--- src/rtl/if_id_queue.sv ---
// if_id_queue: in-order {pc, instruction} queue sitting between IF and ID.
// It lets ID stall without dropping fetched words and discards everything
// on a control-flow flush. Every output is a flop loaded from next-state logic.
//
// Ports:
//   clk, RST              clock; asynchronous active-high reset
//   in_valid/in_pc/in_instr/in_ready     fetch-side handshake
//   flush                 synchronous discard of all entries
//   out_valid/out_pc/out_instr/out_ready decode-side handshake
//   count                 occupied entries, 0..DEPTH
module if_id_queue #(
  parameter int unsigned DEPTH = 2,
  parameter int unsigned AW    = 1
) (
  input  logic          clk,
  input  logic          RST,
  input  logic          in_valid,
  input  logic [31:0]   in_pc,
  input  logic [31:0]   in_instr,
  output logic          in_ready,
  input  logic          flush,
  output logic          out_valid,
  output logic [31:0]   out_pc,
  output logic [31:0]   out_instr,
  input  logic          out_ready,
  output logic [AW:0]   count
);

  localparam int unsigned XLEN = 32;
  localparam int unsigned CW   = AW + 1;

  typedef struct packed {
    logic [XLEN-1:0] pc;
    logic [XLEN-1:0] instr;
  } entry_t;

  entry_t          mem_q [DEPTH];
  entry_t          mem_d [DEPTH];
  logic [AW-1:0]   wr_ptr_q, wr_ptr_d;
  logic [AW-1:0]   rd_ptr_q, rd_ptr_d;
  logic [CW-1:0]   count_q, count_d;
  logic            in_ready_q, in_ready_d;
  logic            out_valid_q, out_valid_d;
  logic [XLEN-1:0] out_pc_q, out_pc_d;
  logic [XLEN-1:0] out_instr_q, out_instr_d;
  logic            enq, deq;
  entry_t          head;

  // Next-state logic. The output registers are loaded with the entry that will
  // be at the head after this edge. A word written into an empty queue
  // therefore appears on out_* the cycle after it is accepted.
  always_comb begin
    mem_d       = mem_q;
    wr_ptr_d    = wr_ptr_q;
    rd_ptr_d    = rd_ptr_q;
    count_d     = count_q;
    enq         = in_valid && in_ready_q && !flush;
    deq         = out_valid_q && out_ready && !flush;
    head        = '0;
    out_pc_d    = '0;
    out_instr_d = '0;

    if (enq) begin
      mem_d[wr_ptr_q] = '{pc: in_pc, instr: in_instr};
      wr_ptr_d        = wr_ptr_q + AW'(1);
    end
    if (deq) begin
      rd_ptr_d = rd_ptr_q + AW'(1);
    end

    if (flush) begin
      wr_ptr_d = '0;
      rd_ptr_d = '0;
      count_d  = '0;
    end else if (enq && !deq) begin
      count_d = count_q + CW'(1);
    end else if (deq && !enq) begin
      count_d = count_q - CW'(1);
    end

    out_valid_d = (count_d != CW'(0));
    in_ready_d  = (count_d != CW'(DEPTH));
    head        = mem_d[rd_ptr_d];
    // An empty queue presents a NOP bubble (instruction 0) with pc 0.
    if (out_valid_d) begin
      out_pc_d    = head.pc;
      out_instr_d = head.instr;
    end
  end

  // State registers.
  always_ff @(posedge clk or posedge RST) begin
    if (RST) begin
      for (int i = 0; i < int'(DEPTH); i++) begin
        mem_q[i] <= '0;
      end
      wr_ptr_q    <= '0;
      rd_ptr_q    <= '0;
      count_q     <= '0;
      in_ready_q  <= 1'b1;
      out_valid_q <= 1'b0;
      out_pc_q    <= '0;
      out_instr_q <= '0;
    end else begin
      for (int i = 0; i < int'(DEPTH); i++) begin
        mem_q[i] <= mem_d[i];
      end
      wr_ptr_q    <= wr_ptr_d;
      rd_ptr_q    <= rd_ptr_d;
      count_q     <= count_d;
      in_ready_q  <= in_ready_d;
      out_valid_q <= out_valid_d;
      out_pc_q    <= out_pc_d;
      out_instr_q <= out_instr_d;
    end
  end

  assign in_ready  = in_ready_q;
  assign out_valid = out_valid_q;
  assign out_pc    = out_pc_q;
  assign out_instr = out_instr_q;
  assign count     = count_q;

endmodule

--- config.mk ---
export PLATFORM = sky130hd
export DESIGN_NAME = if_id_queue
export DESIGN_NICKNAME = d
export VERILOG_FILES = /design/src/rtl/if_id_queue.sv
export SDC_FILE = /design/constraint.sdc
export NUM_CORES = 1
export LEC_CHECK = 0
export CORE_MARGIN = 2
export CORE_UTILIZATION = 40
export CTS_CLUSTER_DIAMETER = 150
export DETAILED_ROUTE_END_ITERATION = 16
export HOLD_SLACK_MARGIN = 0.08
export PLACE_DENSITY = 0.63
export SLEW_MARGIN = 20
export SYNTH_ARGS = -nofsm -noshare
export SYNTH_HDL_FRONTEND = slang
export SYNTH_SLANG_ARGS = --single-unit
--- constraint.sdc ---
create_clock -name clk -period 7.6 [get_ports clk]
set_clock_uncertainty 0.1 [all_clocks]
set_input_delay 1.14 -clock clk [delete_from_list [all_inputs] [get_ports clk]]
set_output_delay 1.14 -clock clk [all_outputs]
set_load 0.01 [all_outputs]
==> metrics.txt <==
RSZ-0062 raised after global routing=false; GRT Resource Usage Total=about 15%; Final Hold Fails=0; most common library cells after synthesis=dfrtp_1, nor2_1, mux2_2, mux2i_1, mux2_4; area grow syn2layout=25.5%; post-route design area=roughly 0.01 sq mm; gpl congestion=between 0.7 and 0.8; Vias=4412; Post-Synth XOR/XNOR Area=0.544%; max frequency=264 MHz; Hold WC Path Type=reg2reg; final setup fails=0; DRC=0; top cell type's share of synthesized area=between 60% and 70%; CTS clock-pin slew for the worst setup and hold paths=approximately 0.060 ns; post-synthesis simple-gate area fraction=under 10%; WP data required=7.77 ns; Ys Warns=0; Critical Path AT=about 4 ns; worst slack, placed=about 3.3 ns; capturing point of the worst reg2reg path=out_pc[6]$_DFF_PP0_; crit path kind=in2reg; layout cells sized above 1=about a quarter; Max Cap Viol=0; Final min period=about 3.8 ns; DRT iter0 DRCs=~190; Setup TNS Final=0 ns; Die Ht=~150 um; Die W=146 um; slowest CP cell=buf_4; HP Start=mem_q[115]$_DFF_PP0_; DR pass1 iterations=4; reg-to-reg setup timing slack=approximately 4.6 ns; # rows=between 50 and 60; asr flop ratio synth=100%; most common cell in the netlist=dfrtp_1; number of synthesized flops with an enable pin=0; Synth Flop Type=dfrtp_1; WL per Instance=17.1 um; CTS tree=yes; Root Buffer=clkbuf_16; multiplexer area fraction after synthesis=a little under 30%; CP endpoint kind=flip-flop; final worst-path cycle share=about half; Synth area leader=dfrtp_1; PnR worst setup slack=around 3.8 ns; DP Wirelength=slightly above 9000 um; top post-synthesis cells by area=dfrtp_1, mux2_4, mux2_2; # fillers=between 1500 and 2000; nets=approximately 700; Starting Density=between 40 and 50%; crit-path max cell delay=around 0.75 ns; port buffer count=between 100 and 150; CP Cell Sequence=clkdlybuf4s50_1 -> nor4bb_4 -> buf_4 -> buf_4 -> mux2_2 -> mux2i_1 -> nor2_1; Hold Path Sink=mem_q[115]$_DFF_PP0_; CORE AREA=roughly 0.020 sq mm; outcome=completed; worst hold slack=0.392 ns; WL final=between 15000 and 20000 um; Cell Area, Synth=a little over 0.008 sq mm; Worst R2R Start=in_ready$_DFF_PP1_; total power draw=~3.5 mW; first-pass GRT wire length=26200 um; slew margin rel.=approximately 36%; Avg Vias per Cell=4.79; sequential share of the synthesized area=about three fifths; cts bufs inserted=17; io pins=around 140; fin. max-slew vios=0; Netlist cell types=28; grt total ovfl=0; placed inst area=between 0.009 and 0.01 sq mm; post-synthesis cell count=514; path depth of the worst reg2reg path=6; hold buffers post-CTS=0; CTS H-Tree Depth=4; antenna cells=0; cell leakage power=roughly 4.4 nW; worst skew pair latency=around 0.43 ns; maximum VDD drop=0.000145 V; pin count of the biggest net entering global routing=between 100 and 150; vias in the first global route=approximately 5000; Routed Antenna Nets=0; FF+latch count, synth=slightly below 200; CP max FO=just over 40; Hold Crit Depth=1; Slew @ Worst Pin=0.959 ns; adder-cell share of the synthesized area=0%; Clock Sinks=about 200; die area=~0.021 sq mm; Mean Syn Cell Area=15.7 sq um; Net Count, Synth=approximately 580; setup bufs post-CTS=0; # resized after CTS=0; Bufs on Longest Clock Path=2; area fraction in compound gates after synthesis=less than 1%; Pwr Density=347 mW/mm^2; crit path launch type=input port; largest family of logic cells by synthesized area=multiplexers; CP most frequent cell=buf_4; initial antenna violation count=0
-- report_power, final --
group | switching [mW] | internal [mW] | total (mW) | leakage [nW]
sequential | 0.116 | 1.43 | 1.54 | 2.44
clock | 0.372 | 0.588 | 0.959 | 0.302
combinational | 0.425 | 0.581 | 1.01 | 1.67
total | 0.912 | 2.60 | 3.51 | 4.41
-- metrics by stage --
step           utilization, %  cells
6_report                 51.6    921
5_1_grt                  51.6    921
3_3_place_gp             48.4    892
2_1_floorplan               -    514
4_1_cts                  51.6    921
3_5_place_dp             48.4    892
-- logic make-up after synthesis --
group           after synthesis
flops                       198
buf+inv                      32
simple gates                 79
mux                         194
compound gates                6
xor+xnor                      5
-- worst max-delay path: cells and delay by family --
| kind | cells | cell delay [ns] |
|---|---|---|
| simple gates | 2 | 0.41 |
| buf+inv | 3 | 1.81 |
| mux | 2 | 0.57 |
-- layout by cell type (no fill, tap or decap), types with 3 or more instances in the layout --
master,count
mux2i_1,66
mux2_2,68
dfrtp_1,197
bufinv_16,5
xor2_1,3
nor2_1,69
clkbuf_16,17
buf_4,6
clkdlybuf4s50_1,136
mux2_4,60
-- worst max path at each step --
stage                     slack, ns  startpoint                 endpoint
final                          3.81       flush      out_pc[6]$_DFF_PP0_
after global routing           3.62       flush  out_instr[31]$_DFF_PP0_
after CTS                      3.79       flush      out_pc[6]$_DFF_PP0_
after detailed placement       3.34       flush      out_pc[6]$_DFF_PP0_
after global placement         3.39       flush     out_pc[31]$_DFF_PP0_
after floorplan                0.96         RST       count[0]$_DFF_PP0_
-- layer usage --
layer / GRT usage, % / vias up / share of wire (%) / wire length, um
met2: 24.6 / 98 / 48 / 7580
met4: 5.29 / 0 / 1.5 / 242
met5: 0 / - / 0 / 0
met1: 20.9 / 2290 / 46 / 7260
li1: - / 2011 / - / -
met3: 3.79 / 13 / 4.2 / 662
-- registers in the layout (all words and copies together), names as in the netlist --
signal and cells:
in_ready 1, out_valid 1, rd_ptr_q 1, out_instr 32, out_pc 32, wr_ptr_q 1, mem_q 128, count 2
-- area by class of cell --
type | instances | area (sq um) | area share [%]
flip-flops and latches | 198 | 4960 | 49.0
multi-input cells | 284 | 2770 | 27.4
repair buffers | 143 | 1420 | 14.0
clock buffers | 20 | 447 | 4.42
well taps | 265 | 332 | 3.28
clock inverters | 9 | 176 | 1.75
inverters | 2 | 15.0 | 0.149
Note: power is estimated with default switching activity, not from simulation.
